[src/rtl/uart_tx_feeder.sv]
// uart_tx_feeder: byte FIFO draining one frame at a time into uart_tx; optional level port under `UART_TX_FEEDER_LEVEL_EN.
// Latency: write at cycle N into an idle, empty feeder -> tx_trigger high in N+2; 2-cycle gap after tx_busy falls.
// Backpressure: writes while full are dropped and set sticky overflow; tx_busy high in IDLE holds off the pop.
module uart_tx_feeder #(
    parameter int DEPTH  = 16,
    parameter int ADDR_W = 4
) (
    input  logic              clk,
    input  logic              rst_n,
    input  logic              wr_en,
    input  logic [7:0]        wr_data,
    output logic              full,
    output logic              empty,
    output logic              overflow,
    input  logic              clr_ovf,
    output logic              tx_trigger,
    output logic [7:0]        tx_data,
    input  logic              tx_busy
`ifdef UART_TX_FEEDER_LEVEL_EN
    ,
    output logic [ADDR_W:0]   level
`endif
);

    typedef enum logic [1:0] {
        IDLE      = 2'd0,
        LAUNCH    = 2'd1,
        WAIT_BUSY = 2'd2,
        WAIT_DONE = 2'd3
    } state_t;

    localparam logic [ADDR_W:0] CNT_FULL = (ADDR_W+1)'(DEPTH);

    state_t              state;
    logic [7:0]          mem [DEPTH];
    logic [ADDR_W-1:0]   wr_ptr;
    logic [ADDR_W-1:0]   rd_ptr;
    logic [ADDR_W:0]     count;
    logic [ADDR_W:0]     count_nxt;
    logic                push;
    logic                pop;

    // full is the registered flag, so a write alongside a pop from a full FIFO is still refused
    assign push = wr_en && !full;
    assign pop  = (state == IDLE) && !empty && !tx_busy;

    always_comb begin
        count_nxt = count;
        case ({push, pop})
            2'b10:   count_nxt = count + (ADDR_W+1)'(1);
            2'b01:   count_nxt = count - (ADDR_W+1)'(1);
            default: count_nxt = count;
        endcase
    end

    always_ff @(posedge clk) begin
        if (push) begin
            mem[wr_ptr] <= wr_data;
        end
    end

    always_ff @(posedge clk or negedge rst_n) begin
        if (!rst_n) begin
            wr_ptr   <= '0;
            rd_ptr   <= '0;
            count    <= '0;
            full     <= 1'b0;
            empty    <= 1'b1;
            overflow <= 1'b0;
        end else begin
            if (push) begin
                wr_ptr <= wr_ptr + ADDR_W'(1);
            end
            if (pop) begin
                rd_ptr <= rd_ptr + ADDR_W'(1);
            end
            count <= count_nxt;
            full  <= (count_nxt == CNT_FULL);
            empty <= (count_nxt == '0);
            // a rejected write outranks a simultaneous clear
            if (wr_en && full) begin
                overflow <= 1'b1;
            end else if (clr_ovf) begin
                overflow <= 1'b0;
            end
        end
    end

    always_ff @(posedge clk or negedge rst_n) begin
        if (!rst_n) begin
            state      <= IDLE;
            tx_trigger <= 1'b0;
            tx_data    <= 8'h00;
        end else begin
            case (state)
                IDLE: begin
                    if (pop) begin
                        tx_data    <= mem[rd_ptr];
                        tx_trigger <= 1'b1;
                        state      <= LAUNCH;
                    end
                end
                LAUNCH: begin
                    tx_trigger <= 1'b0;
                    state      <= WAIT_BUSY;
                end
                // uart_tx raises busy the cycle after it samples trigger
                WAIT_BUSY: begin
                    if (tx_busy) begin
                        state <= WAIT_DONE;
                    end
                end
                WAIT_DONE: begin
                    if (!tx_busy) begin
                        state <= IDLE;
                    end
                end
                default: begin
                    tx_trigger <= 1'b0;
                    state      <= IDLE;
                end
            endcase
        end
    end

`ifdef UART_TX_FEEDER_LEVEL_EN
    assign level = count;
`endif

endmodule

[config.mk]
export PLATFORM = sky130hd
export DESIGN_NAME = uart_tx_feeder
export DESIGN_NICKNAME = d
export VERILOG_FILES = /design/src/rtl/uart_tx_feeder.sv
export SDC_FILE = /design/constraint.sdc
export NUM_CORES = 1
export LEC_CHECK = 0
export CAP_MARGIN = 20
export CORE_MARGIN = 2
export CORE_UTILIZATION = 35
export DETAILED_ROUTE_END_ITERATION = 8
export HOLD_SLACK_MARGIN = 0.15
export REMOVE_ABC_BUFFERS = 1
export SLEW_MARGIN = 10
export SYNTH_ARGS = -nofsm -noshare
export SYNTH_HDL_FRONTEND = slang
export SYNTH_SLANG_ARGS = --single-unit
[constraint.sdc]
create_clock -name clk -period 2.6 [get_ports clk]
set_input_delay 0.52 -clock clk [delete_from_list [all_inputs] [get_ports clk]]
set_output_delay 0.52 -clock clk [all_outputs]
set_load 0.02 [all_outputs]
==> results of run 1 <==
routing by layer:
layer / routed length (µm) / share of wire [%] / vias to the layer above
met2: 6260 / 50 / 44
met5: 0 / 0 / -
li1: - / - / 1485
met4: 197 / 1.6 / 0
met3: 325 / 2.6 / 14
met1: 5710 / 46 / 1664
cell usage after synthesis, drive strengths merged:
cell	n
edfxtp	128
mux4	32
dfrtp	26
and2	17
ha	13
nand2	13
nor3	11
clkbuf	10
mux2	10
a221o	8
buf	8
mux2i	8
o21ai	8
xnor2	8
inv	7
nor2	6
a21oi	4
nor2b	4
xor2	3
and3	2
nand4	2
nor3b	2
a2111oi	1
a211o	1
a31oi	1
dfstp	1
nand2b	1
nand3	1
nand3b	1
nor4bb	1
o21a	1
o22a	1
o2bb2ai	1
o32ai	1
or3b	1
where the power goes:
part           internal [mW]  switching (mW)
clock network           1.62           0.936
logic                   1.40            1.36
registers               3.11           0.255
logic make-up (layout without fill, tap and decap cells):
group                      Yosys count  in the layout  share of synthesized area [%]
AOI/OAI and AO/OA                   27             27                           3.17
xor gates and xnor gates            11             11                           1.50
DFF                                155            155                           70.3
adders and majority gates           13             13                           2.53
and+or+nand+nor                     62             62                           5.22
muxes                               50             50                           15.2
buffers and inverters               25             95                           2.06
flip-flops by register name (all words and copies together) (netlist names):
register	cells
mem	128
tx_data	8
count	5
rd_ptr	4
wr_ptr	4
state	2
empty	1
full	1
overflow	1
tx_trigger	1
cell type report:
cell class / instances / area, µm²
inverter: 7 / 26.3
clock buffer: 23 / 488
sequential: 155 / 4520
tap: 229 / 287
multi-input combinational: 163 / 1820
fill: 1557 / 10100
timing repair buffer: 56 / 596
clock inverter: 9 / 134
per-stage QoR:
stage,hold WS [ps],setup slack (ps)
after floorplan,224,-297
after global placement,467,-278
after detailed placement,481,-408
after CTS,490,18.7
after global routing,506,-42.5
final,486,194
what timing repair did:
item / 4_1_cts / 5_1_grt
gates resized for setup: 1 / 14
cloned: 0 / 0
endpoints found under the setup margin: 1 / 3
pin swaps: 1 / 3
buffers inserted: 0 / 6
final timing paths:
check,end,depth (start not counted)
setup / recovery,full,11
hold / removal,overflow,2
setup reg to reg,full,12
hold reg to reg,tx_data[5],1
max in group asynchronous,empty,2
min in group clk,tx_data[5],1
==> parameters.txt, run 1 <==
Parameter                              Value

Run status
  Run status ... finished clean

Clock network
  Clock slew at reported path FFs ... 60 ps
  TritonCTS clock tree ... done
  Clock Sink Count ... 155
  Clock latency of the later-clocked register in the worst-skew pair ... 410 ps
  Maximum clock insertion buffer count ... 2
  Hold-fix buffers, CTS ... 0
  Cell at the root of the clock tree ... clkbuf_16
  Level count of the clock H-tree ... 4
  Cts bufs inserted ... 17

Timing
  Final worst-path cycle share ... 92.5%
  Worst max-slew margin expressed relative to the limit ... 61.1%
  Clock period minus worst slack ... 2410 ps
  Post-route clock skew ... 6.35 ps
  Number of hold violations in the final report ... 0
  Setup violations, final ... 0
  Least-Margin Pin Slew ... 582 ps
  Maximum clock frequency ... 416 MHz
  Pins Over Slew Limit ... 0
  Setup TNS ... 0 ps

Die
  Overall die area ... 19500 µm²
  Number of top-level pins ... 25
  Standard-cell row count ... 49
  Die Y-Extent ... 140 µm
  Starting utilization of the core area ... 35.8%
  Core Box Area ... 18000 µm²
  Overall die width ... 140 µm

Synthesis
  Cells after synthesis ... 343
  Top cells by area, synth ... edfxtp_1, dfrtp_1, mux4_1, mux4_2, ha_1
  Post-synthesis instance area ... 6430 µm²
  Sequential-to-total area share from yosys stat ... 70.3%
  Synth cell types ... 41
  Avg Synthesized Cell Area ... 18.7 µm²
  Register bit count reported by yosys ... 155
  Area share of the leading cell type in the synthesized netlist ... 59.8%
  Library cell with the largest summed area after synthesis ... edfxtp_1
  Yosys warnings ... 0

Global routing
  Global Route met3 Usage ... 3.20%
  Fraction of met2 tracks used by global routing ... 21.7%
  GR Overflow Total ... 0
  Maximum number of pins on one net before global-route repair ... 36
  Number of global-route vias before repair ... 3290
  Number of antenna violations at the first check in global routing ... 0
  Global-route met1 utilization ... 18.0%
  Global-route wire length before repair ... 19300 µm
  Total GRT Usage ... 13.6%
  Global route hottest layer ... met2

Route
  Avg WL per Cell ... 19.5 µm
  Detailed-route via count ... 3207
  Routed wire length ... 12500 µm
  Number of remaining DRC errors ... 0
  DRT iter0 DRCs ... 138
  First-pass iteration count of the detailed router ... 4
  Number of routed nets with antenna violations ... 0
  Mean number of vias per cell ... 5.00

Cells and area
  Non-filler cells in the finished layout ... 642
  Ant. Diodes ... 0
  Leading cell type in the layout, fill and taps excluded ... edfxtp_1
  Final Util ... 43.8%
  Fin area ... 7870 µm²
  Fin nets ... 426
  Layout cells sized above 1 ... 24.7%
  Most frequent cells in the layout ... edfxtp_1, dfrtp_1, clkdlybuf4s50_1, buf_4
  Area delta synth->final ... 22.5%

Worst setup path
  Data arrival time at the worst-slack endpoint ... 2750 ps
  Buf/Inv on CP ... 2
  Family of cells with the greatest summed delay on the critical path ... compound AO/OA/AOI/OAI gates
  Timing startpoint of the critical path ... wr_en
  Data required time at the worst endpoint ... 2940 ps
  Slack of the worst reg-to-reg path ... 220 ps
  CP Cell Sequence ... clkdlybuf4s50_1, nor2b_4, inv_2, ha_4, xor2_1, ha_2, o21ai_0, o2bb2ai_1, a2111oi_2, xor2_1, nor3b_2
  Highest fanout seen on the critical path ... 4
  Kind of critical path ... input pin to flip-flop
  Kind of start point of the critical path ... input pin
  Critical R2R Launch ... state[0]
  Highest cell delay on the worst timing path ... 490 ps
  Slowest stage cell on the critical path ... clkdlybuf4s50_1
  Critical Path End Type ... flip-flop
  Critical Path Most Common Cell ... xor2_1

Placement
  Detailed Place HPWL ... 7590 µm
  Number of cells after detailed placement ... 604
  Number of buffers inserted by port buffering ... 24
  Post-Place Cell Area ... 7160 µm²
  RePlAce Congestion ... 0.797

Flow run
  Max-cap violations ... 0

Power and ir drop
  Peak supply drop ... 0.000950 V
  Total power ... 8.67 mW
  Static leakage ... 2.78 nW
  Pwr/cell area ... 1100 nW/µm²

Worst hold path
  Worst Hold Class ... input pin to asynchronous set/reset pin
No activity file was read; power rests on OpenSTA's default activity.
==> run 2: changes to the inputs <==
--- a/config.mk
+++ b/config.mk
@@ -8,8 +8,10 @@
 export CAP_MARGIN = 20
 export CORE_MARGIN = 2
 export CORE_UTILIZATION = 35
+export CTS_BUF_LIST = sky130_fd_sc_hd__clkbuf_8
 export DETAILED_ROUTE_END_ITERATION = 8
 export HOLD_SLACK_MARGIN = 0.15
+export MAX_ROUTING_LAYER = met4
 export REMOVE_ABC_BUFFERS = 1
 export SLEW_MARGIN = 10
 export SYNTH_ARGS = -nofsm -noshare
==> run 2 against run 1 <==
Sequential cell count is the same. Critical path depth is the same. Count of clock-buffer cells in the layout shrank 2. Clock power shrank 25%. Via count grew 0.53%. Clock skew grew 1.7 ps. Wire length grew 0.67%. Final area shrank 2.6%. Largest power group unchanged.
==> parameters.txt, run 2 (synthesized netlist as in run 1, its figures left out) <==
Parameter                              Value

Route
  Number of remaining DRC errors ... 0
  DRT iter0 DRCs ... 124
  Avg WL per Cell ... 19.6 µm
  Detailed-route via count ... 3224
  First-pass iteration count of the detailed router ... 4
  Routed wire length ... 12600 µm
  Number of routed nets with antenna violations ... 0
  Mean number of vias per cell ... 5.03

Timing
  Setup violations, final ... 0
  Setup TNS ... 0 ps
  Least-Margin Pin Slew ... 594 ps
  Pins Over Slew Limit ... 0
  Number of hold violations in the final report ... 0
  Worst max-slew margin expressed relative to the limit ... 60.3%
  Setup slack of the critical path after layout ... 178 ps
  Clock period minus worst slack ... 2420 ps
  Final worst-path cycle share ... 93.2%
  Maximum clock frequency ... 413 MHz
  Post-route clock skew ... 8.02 ps

Worst setup path
  Highest fanout seen on the critical path ... 4
  Family of cells with the greatest summed delay on the critical path ... buffers and inverters
  Critical Path Most Common Cell ... xor2_1
  Data arrival time at the worst-slack endpoint ... 2800 ps
  Highest cell delay on the worst timing path ... 470 ps
  Slowest stage cell on the critical path ... clkdlybuf4s50_1
  Kind of critical path ... input pin to flip-flop
  CP Cell Sequence ... clkdlybuf4s50_1, nor2b_2, inv_1, ha_4, xor2_1, ha_2, o21ai_0, o2bb2ai_1, a2111oi_2, xor2_1, nor3b_2
  Critical Path End Type ... flip-flop
  Data required time at the worst endpoint ... 2980 ps
  Kind of start point of the critical path ... input pin
  Buf/Inv on CP ... 2

Flow run
  Max-cap violations ... 0

Global routing
  Maximum number of pins on one net before global-route repair ... 36
  Global-route wire length before repair ... 19300 µm
  Number of global-route vias before repair ... 3290
  Total GRT Usage ... 14.0%
  GR Overflow Total ... 0
  Number of antenna violations at the first check in global routing ... 0

Placement
  Number of buffers inserted by port buffering ... 24
  Number of cells after detailed placement ... 604
  Detailed Place HPWL ... 7590 µm
  Pre-CTS setup slack ... -408 ps
  RePlAce Congestion ... 0.809

Clock network
  TritonCTS clock tree ... done
  Clock Sink Count ... 155
  Clock slew at reported path FFs ... 80 ps
  Level count of the clock H-tree ... 4
  Cts bufs inserted ... 17
  Maximum clock insertion buffer count ... 2
  Cell at the root of the clock tree ... clkbuf_8
  Clock latency of the later-clocked register in the worst-skew pair ... 450 ps

Cells and area
  Area delta synth->final ... 19.2%
  Non-filler cells in the finished layout ... 641
  Final Util ... 42.7%
  Register bank with the most flops ... mem
  Count of fill cells added during filler insertion ... 1580
  Fin nets ... 425
  Largest registers ... mem: 128 flops, tx_data: 8 flops, count: 5 flops
  Ant. Diodes ... 0
  Flip-flop count of the largest register, all copies and words added ... 128
  Layout cells sized above 1 ... 24.3%
  Most frequent cells in the layout ... edfxtp_1, dfrtp_1, clkdlybuf4s50_1, buf_4, clkbuf_8
  Leading cell type in the layout, fill and taps excluded ... edfxtp_1

Die
  Starting utilization of the core area ... 35.8%
  Number of top-level pins ... 25
  Overall die area ... 19500 µm²
  Overall die width ... 140 µm
  Core Box Area ... 18000 µm²
  Standard-cell row count ... 49
  Die Y-Extent ... 140 µm

Power and ir drop
  Reg power frac ... 41.8%
  Pwr/cell area ... 1050 nW/µm²
  Internal portion of total power ... 5.54 mW
  Part of the power in combinational logic ... 34.3%
  Fraction of power spent switching nets ... 30.9%
  Proportion of power drawn by the clock network ... 23.9%
  Switch Pwr ... 2.48 mW
  Peak supply drop ... 0.000946 V
  Total power ... 8.02 mW
  Static leakage ... 2.68 nW

Worst hold path
  Worst Hold Class ... input pin to asynchronous set/reset pin

Run status
  Run status ... finished clean
[run 2: cell count changes in the layout (fill, tap and decap cells not counted), sizes merged]
| cell | previous run | this run |
|---|---|---|
| dlymetal6s2s | 1 | 0 |
| inv | 8 | 10 |
| clkbuf | 23 | 21 |
| clkdlybuf4s50 | 23 | 24 |
| buf | 32 | 31 |
[run 2: worst paths after layout]
path	end	cells past startpoint	from	slack [ps]
min reg2reg	tx_data[5]	1	tx_data[5]	520
min	wr_ptr[2]	2	rst_n	450
max reg2reg	full	12	state[0]	230
max	full	11	wr_en	180
max in group asynchronous	empty	2	rst_n	1830
min in group clk	tx_data[5]	1	tx_data[5]	520
[run 2: cell type report]
class                      instances  area [µm²]  area share [%]
inverter                           7        26.3           0.343
clock inverter                    11         141            1.84
timing repair buffer              55         586            7.64
multi-input combinational        163        1820            23.7
tap                              229         287            3.74
clock buffer                      21         289            3.77
sequential                       155        4520            59.0
[run 2: power groups by stage]
stage	Clock (mW)	Combinational, mW	Sequential, mW
6_report	1.92	2.75	3.36
5_1_grt	2.07	3.00	3.40
3_5_place_dp	0	2.68	3.41
4_1_cts	1.96	2.70	3.36
3_3_place_gp	0	2.59	3.39
2_1_floorplan	0	1.44	3.62
[run 2: per-layer routing]
layer / vias to the layer above / wire, µm / global-route usage (%)
met5: - / 0 / -
met4: 0 / 222 / 5.26
met3: 19 / 345 / 3.41
met2: 47 / 6270 / 21.9
met1: 1679 / 5730 / 17.9
li1: 1479 / - / -
[run 2: metrics by stage]
stage / area, µm² / hold WS (ps)
2_1_floorplan: 6320 / 224
3_3_place_gp: 7160 / 467
3_5_place_dp: 7160 / 481
4_1_cts: 7600 / 435
5_1_grt: 7670 / 450
6_report: 7670 / 450
[run 2: what timing repair did]
item                       in CTS  in global routing
setup endpoints to repair       1                  3
hold buffers                    0                  0
resized for setup               0                 12
buffers inserted                1                  4
hold endpoints to repair        0                  0
pin swaps                       1                  3
